### src/rtl/arb_pkg.sv
// Shared types for the two-cache AXI read arbiter: FSM states, bus owner
// encoding and the beat counter width.
package arb_pkg;

  localparam int unsigned BEAT_CNT_W = 9;

  typedef enum logic [1:0] {
    ST_IDLE = 2'd0,
    ST_ADDR = 2'd1,
    ST_DATA = 2'd2
  } arb_state_e;

  typedef enum logic {
    OWN_I = 1'b0,
    OWN_D = 1'b1
  } owner_e;

endpackage

### src/rtl/axi_rr_pick.sv
// Two-way round-robin pick between the instruction and data caches.
// pick follows the owner encoding: 0 selects I, 1 selects D.
module axi_rr_pick (
  input  logic req_i,
  input  logic req_d,
  input  logic last,
  output logic pick
);

  // D wins when it is the only requester, or on a tie when I was granted last.
  assign pick = req_d & (~req_i | ~last);

endmodule

### src/rtl/axi_read_arbiter.sv
// Arbitrates the instruction and data cache read channels onto one AXI read
// port; one burst at a time, ownership held from address through last beat.
module axi_read_arbiter
  import arb_pkg::*;
#(
  parameter int unsigned ADDR_W = 64,
  parameter int unsigned DATA_W = 64
) (
  input  logic              clk,
  input  logic              reset,

  input  logic              i_arvalid,
  input  logic [ADDR_W-1:0] i_araddr,
  input  logic [7:0]        i_arlen,
  input  logic [2:0]        i_arsize,
  input  logic [1:0]        i_arburst,
  output logic              i_arready,
  output logic              i_rvalid,
  output logic [DATA_W-1:0] i_rdata,
  output logic              i_rlast,
  input  logic              i_rready,

  input  logic              d_arvalid,
  input  logic [ADDR_W-1:0] d_araddr,
  input  logic [7:0]        d_arlen,
  input  logic [2:0]        d_arsize,
  input  logic [1:0]        d_arburst,
  output logic              d_arready,
  output logic              d_rvalid,
  output logic [DATA_W-1:0] d_rdata,
  output logic              d_rlast,
  input  logic              d_rready,

  output logic              m_axi_arvalid,
  output logic [ADDR_W-1:0] m_axi_araddr,
  output logic [7:0]        m_axi_arlen,
  output logic [2:0]        m_axi_arsize,
  output logic [1:0]        m_axi_arburst,
  input  logic              m_axi_arready,
  input  logic              m_axi_rvalid,
  input  logic [DATA_W-1:0] m_axi_rdata,
  input  logic              m_axi_rlast,
  output logic              m_axi_rready,

  output logic              instruction_cache_reading,
  output logic              data_cache_reading,
  output logic              burst_err
);

  arb_state_e            state_q, state_d;
  owner_e                owner_q, last_q;
  logic [BEAT_CNT_W-1:0] cnt_q;
  logic                  burst_err_q;
  logic                  pick;

  logic                  own_arvalid;
  logic [ADDR_W-1:0]     own_araddr;
  logic [7:0]            own_arlen;
  logic [2:0]            own_arsize;
  logic [1:0]            own_arburst;
  logic                  own_rready;
  logic                  ar_hs;
  logic                  r_hs;

  axi_rr_pick u_pick (
    .req_i (i_arvalid),
    .req_d (d_arvalid),
    .last  (last_q),
    .pick  (pick)
  );

  always_comb begin
    if (owner_q == OWN_D) begin
      own_arvalid = d_arvalid;
      own_araddr  = d_araddr;
      own_arlen   = d_arlen;
      own_arsize  = d_arsize;
      own_arburst = d_arburst;
      own_rready  = d_rready;
    end else begin
      own_arvalid = i_arvalid;
      own_araddr  = i_araddr;
      own_arlen   = i_arlen;
      own_arsize  = i_arsize;
      own_arburst = i_arburst;
      own_rready  = i_rready;
    end
  end

  assign ar_hs = m_axi_arvalid & m_axi_arready;
  assign r_hs  = m_axi_rvalid & m_axi_rready;

  // State register
  always_ff @(posedge clk) begin
    if (reset) state_q <= ST_IDLE;
    else       state_q <= state_d;
  end

  // Next-state logic
  always_comb begin
    state_d = state_q;
    case (state_q)
      ST_IDLE: if (i_arvalid | d_arvalid) state_d = ST_ADDR;
      ST_ADDR: begin
        if (!own_arvalid)       state_d = ST_IDLE;
        else if (m_axi_arready) state_d = ST_DATA;
      end
      ST_DATA: if (r_hs && m_axi_rlast) state_d = ST_IDLE;
      default: state_d = ST_IDLE;
    endcase
  end

  // Owner, round-robin history, beat counter and error pulse
  always_ff @(posedge clk) begin
    if (reset) begin
      owner_q     <= OWN_I;
      last_q      <= OWN_D;
      cnt_q       <= '0;
      burst_err_q <= 1'b0;
    end else begin
      burst_err_q <= 1'b0;
      case (state_q)
        ST_IDLE: if (i_arvalid | d_arvalid) owner_q <= owner_e'(pick);
        ST_ADDR: begin
          if (ar_hs) begin
            cnt_q  <= {1'b0, own_arlen} + BEAT_CNT_W'(1);
            last_q <= owner_q;
          end
        end
        ST_DATA: begin
          if (r_hs) begin
            // Counter parks at 0 on overrun so a late rlast still flags once.
            if (cnt_q != '0) cnt_q <= cnt_q - BEAT_CNT_W'(1);
            if (m_axi_rlast)                   burst_err_q <= (cnt_q != BEAT_CNT_W'(1));
            else if (cnt_q == BEAT_CNT_W'(1))  burst_err_q <= 1'b1;
          end
        end
        default: ;
      endcase
    end
  end

  // Output logic
  always_comb begin
    m_axi_arvalid             = 1'b0;
    m_axi_araddr              = own_araddr;
    m_axi_arlen               = own_arlen;
    m_axi_arsize              = own_arsize;
    m_axi_arburst             = own_arburst;
    m_axi_rready              = 1'b0;
    i_arready                 = 1'b0;
    d_arready                 = 1'b0;
    i_rvalid                  = 1'b0;
    d_rvalid                  = 1'b0;
    i_rlast                   = 1'b0;
    d_rlast                   = 1'b0;
    i_rdata                   = m_axi_rdata;
    d_rdata                   = m_axi_rdata;
    instruction_cache_reading = 1'b0;
    data_cache_reading        = 1'b0;
    case (state_q)
      ST_ADDR: begin
        m_axi_arvalid = own_arvalid;
        if (owner_q == OWN_D) begin
          d_arready          = m_axi_arready;
          data_cache_reading = 1'b1;
        end else begin
          i_arready                 = m_axi_arready;
          instruction_cache_reading = 1'b1;
        end
      end
      ST_DATA: begin
        m_axi_rready = own_rready;
        if (owner_q == OWN_D) begin
          d_rvalid           = m_axi_rvalid;
          d_rlast            = m_axi_rlast;
          data_cache_reading = 1'b1;
        end else begin
          i_rvalid                  = m_axi_rvalid;
          i_rlast                   = m_axi_rlast;
          instruction_cache_reading = 1'b1;
        end
      end
      default: ;
    endcase
  end

  assign burst_err = burst_err_q;

endmodule

### config.mk
export PLATFORM = sky130hd
export DESIGN_NAME = axi_read_arbiter
export DESIGN_NICKNAME = d
export VERILOG_FILES = /design/src/rtl/arb_pkg.sv /design/src/rtl/axi_rr_pick.sv /design/src/rtl/axi_read_arbiter.sv
export SDC_FILE = /design/constraint.sdc
export NUM_CORES = 1
export LEC_CHECK = 0
export CORE_AREA = 2 2 172 174
export DETAILED_ROUTE_END_ITERATION = 12
export DIE_AREA = 0 0 174 176
export HOLD_SLACK_MARGIN = 0.1
export SLEW_MARGIN = 10
export SYNTH_ARGS = -nofsm -noshare
export SYNTH_HDL_FRONTEND = slang
export SYNTH_SLANG_ARGS = --single-unit
### constraint.sdc
create_clock -name clk -period 5.1 [get_ports clk]
set_clock_uncertainty 0.15 [all_clocks]
set_input_delay 1.275 -clock clk [delete_from_list [all_inputs] [get_ports clk]]
set_output_delay 1.275 -clock clk [all_outputs]
set_load 0.01 [all_outputs]
==> run_results.csv <==
group,metric,value,unit
global_route,grt_pass1_vias,3167,
placed_design,dp_hpwl,14300,µm
worst_setup_path,rrSetupSlack,2.28,ns
final_layout,final_common_cell,"clkdlybuf4s50_1",
timing,setup_tns,0,ns
worst_setup_path,path_class,"in2out",
timing,slew_violations,0,
global_route,grt.total_usage,0.0992,
worst_setup_path,ff2ff_path_depth,8,
worst_setup_path,path_cells,"clkdlybuf4s50_1 > mux2i_1 > inv_1 > clkdlybuf4s50_1",
die,die_height,176,µm
yosys,ys_warn_count,0,
clock_network,cts_num_sinks,14,
clock_network,insertion_delay,0.24,ns
final_layout,drive_above_1_share,0.199,
placed_design,place.gp.congestion,0.820,
drt,wl_met3,2090,µm
worst_setup_path,crit_family,"buffers and inverters",
power,p_leak,1.79,nW
timing,fin_crit,4.32,ns
yosys,syn_inst,374,
yosys,synth-seq-cells,14,
global_route,grt_pass1_wl,22300,µm
drt,drt_iter0_markers,116,
worst_setup_path,crit_buf_inv,3,
final_layout,register_area,284,µm²
placed_design,dp_cells,868,
clock_network,htreeDepth,1,
die,io_pins,443,
worst_setup_path,regToRegEndpoint,"cnt_q[6]",
worst_setup_path,slowest_stage,"clkdlybuf4s50_1",
worst_setup_path,cpPeakStageDelay,0.58,ns
yosys,syn-cell-area,0.00315,mm²
power,powerDensity,180,mW/mm²
die,die_area,0.0306,mm²
timing,hold_viol_final,0,
final_layout,multi_input_area,0.00176,mm²
clock_network,cts_setup_buffers,0,
worst_hold_path,hold_path.class,"reg2reg",
worst_setup_path,path_max_fanout,3,
final_layout,final_nets,723,
die,dieWidth,174,µm
die,rows,62,
yosys,synth_edf_count,0,
clock_network,cts_buffers,3,
yosys,synth.avg_cell_area,8.42,µm²
global_route,grt_overflow_total,0,
clock_network,cts_tree,"done",
drt,antenna_left,0,
yosys,ys.flop_type,"dfxtp_1",
run,maxCapViolCount,0,
drt,wl,16400,µm
timing,setup_viol,0,
clock_network,holdBufCountCts,0,
drt,wirelength_met1,6310,µm
yosys,synth_nets,608,
final_layout,layout_common_cells,"clkdlybuf4s50_1 (250), mux2_2 (75), nand2_1 (17)",
status,status,"completed",
drt,vias_per_cell,3.51,
worst_setup_path,timing.rr.start,"owner_q",
clock_network,ctsResizeCount,0,
worst_hold_path,worstHoldStart,"cnt_q[6]",
drt,drcViolationCount,0,
placed_design,numPortBuffers,250,
final_layout,fillers,3229,
yosys,synth_cell_types,56,
worst_setup_path,cp.arrival,2.89,ns
worst_hold_path,whs_path_depth,1,
drt,wl_met2,7700,µm
worst_setup_path,crit_required,3.67,ns
placed_design,place_area,0.00510,mm²
clock_network,path_clk_slew,0.05,ns
worst_setup_path,critPathLaunchType,"primary input",
timing,rsz0062_at_grt,"no",
die,initial_core_util,0.110,
final_layout,fin_cells,875,
final_layout,final_area,0.00520,mm²
timing,max_freq,232,MHz
drt,highest_layer,"met4",
drt,drt-pass1-iter-count,4,
worst_setup_path,worstSetupEndpointType,"output pin",
drt,vias,3072,
drt,wl_per_cell,18.7,µm
global_route,grt_max_degree,45,
worst_setup_path,crit_top_cell,"clkdlybuf4s50_1",
global_route,antenna_found_initial,3,
yosys,synthArstFlopShare,0,
worst_hold_path,holdPathEnd,"cnt_q[6]",
clock_network,root_buffer,"clkbuf_16",
clock_network,clock_path_buffers,2,
timing,fin_crit_sh,0.846,
yosys,synth_seq_area_share,0.0890,
power,ir_drop,0.0904,mV
timing,tightest_slew,0.794,ns
final_layout,syn_to_final_growth,65.2,%
timing,slew_headroom,0.471,
die,core_area,0.0285,mm²
## cell type report
cell class / count / area share
Antenna cell: 3 / 0.00144
Clock buffer: 4 / 0.0171
Inverter: 10 / 0.00722
Multi-Input combinational cell: 205 / 0.339
Sequential cell: 14 / 0.0546
Tap cell: 384 / 0.0924
Timing Repair Buffer: 255 / 0.488
## flip-flops by register name, indices dropped and copies added, names as in the netlist
name / flops
burst_err: 1
cnt_q: 9
last_q: 1
owner_q: 1
state_q: 2
## layer usage
metal,up-vias,track usage
met1,1383,0.113
li1,1416,-
met4,0,0.0270
met2,261,0.166
met5,-,0.00321
met3,12,0.0474
## synthesized netlist by cell type, types with 4 or more instances
library cell / n / area [µm²]
o31ai_1: 5 / 37.5
nand3_1: 13 / 65.1
ha_1: 7 / 87.6
nor2_1: 9 / 33.8
a32o_1: 4 / 40.0
inv_1: 8 / 30.0
a21oi_1: 9 / 45.0
and3_1: 4 / 25.0
buf_4: 129 / 968
mux2_2: 75 / 845
xnor2_1: 4 / 35.0
dfxtp_1: 14 / 280
a31oi_1: 5 / 31.3
buf_1: 7 / 26.3
nand2_1: 17 / 63.8
## kinds of logic after synthesis
logic type | share of synthesized area
AND/OR/NAND/NOR | 0.118
adder cells (fa/ha/maj) | 0.0278
buffers and inverters | 0.351
flip-flops | 0.0890
AO/OA/AOI/OAI | 0.117
XOR/XNOR | 0.0139
multiplexers | 0.283
## report_power, final
group | switching (mW) | internal [mW] | total [mW]
Clock | 0.0481 | 0.119 | 0.167
Sequential | 0.0304 | 0.124 | 0.155
Combinational | 0.254 | 0.358 | 0.612
Total | 0.333 | 0.601 | 0.934
## worst max-delay path by stage
stage / startpoint / to / slack [ns] / depth (start not counted)
floorplan: d_arvalid / m_axi_arvalid / 1.93 / 3
global placement: d_arlen[4] / m_axi_arlen[4] / 0.74 / 4
detailed placement: d_arlen[4] / m_axi_arlen[4] / 0.73 / 4
CTS: d_arlen[4] / m_axi_arlen[4] / 0.72 / 4
global route: d_arlen[4] / m_axi_arlen[4] / 0.68 / 4
finish: d_arlen[4] / m_axi_arlen[4] / 0.78 / 4
## stage by stage
step | util | power (mW) | hold slack (ns) | worst slack (ns)
2_1_floorplan | - | 0.527 | 0.341 | 1.93
3_3_place_gp | 0.179 | 0.775 | 0.357 | 0.739
3_5_place_dp | 0.179 | 0.774 | 0.371 | 0.729
4_1_cts | 0.182 | 0.945 | 0.381 | 0.724
5_1_grt | 0.182 | 0.982 | 0.407 | 0.681
6_report | 0.182 | 0.934 | 0.380 | 0.783
No activity file was read; power rests on OpenSTA's default activity.
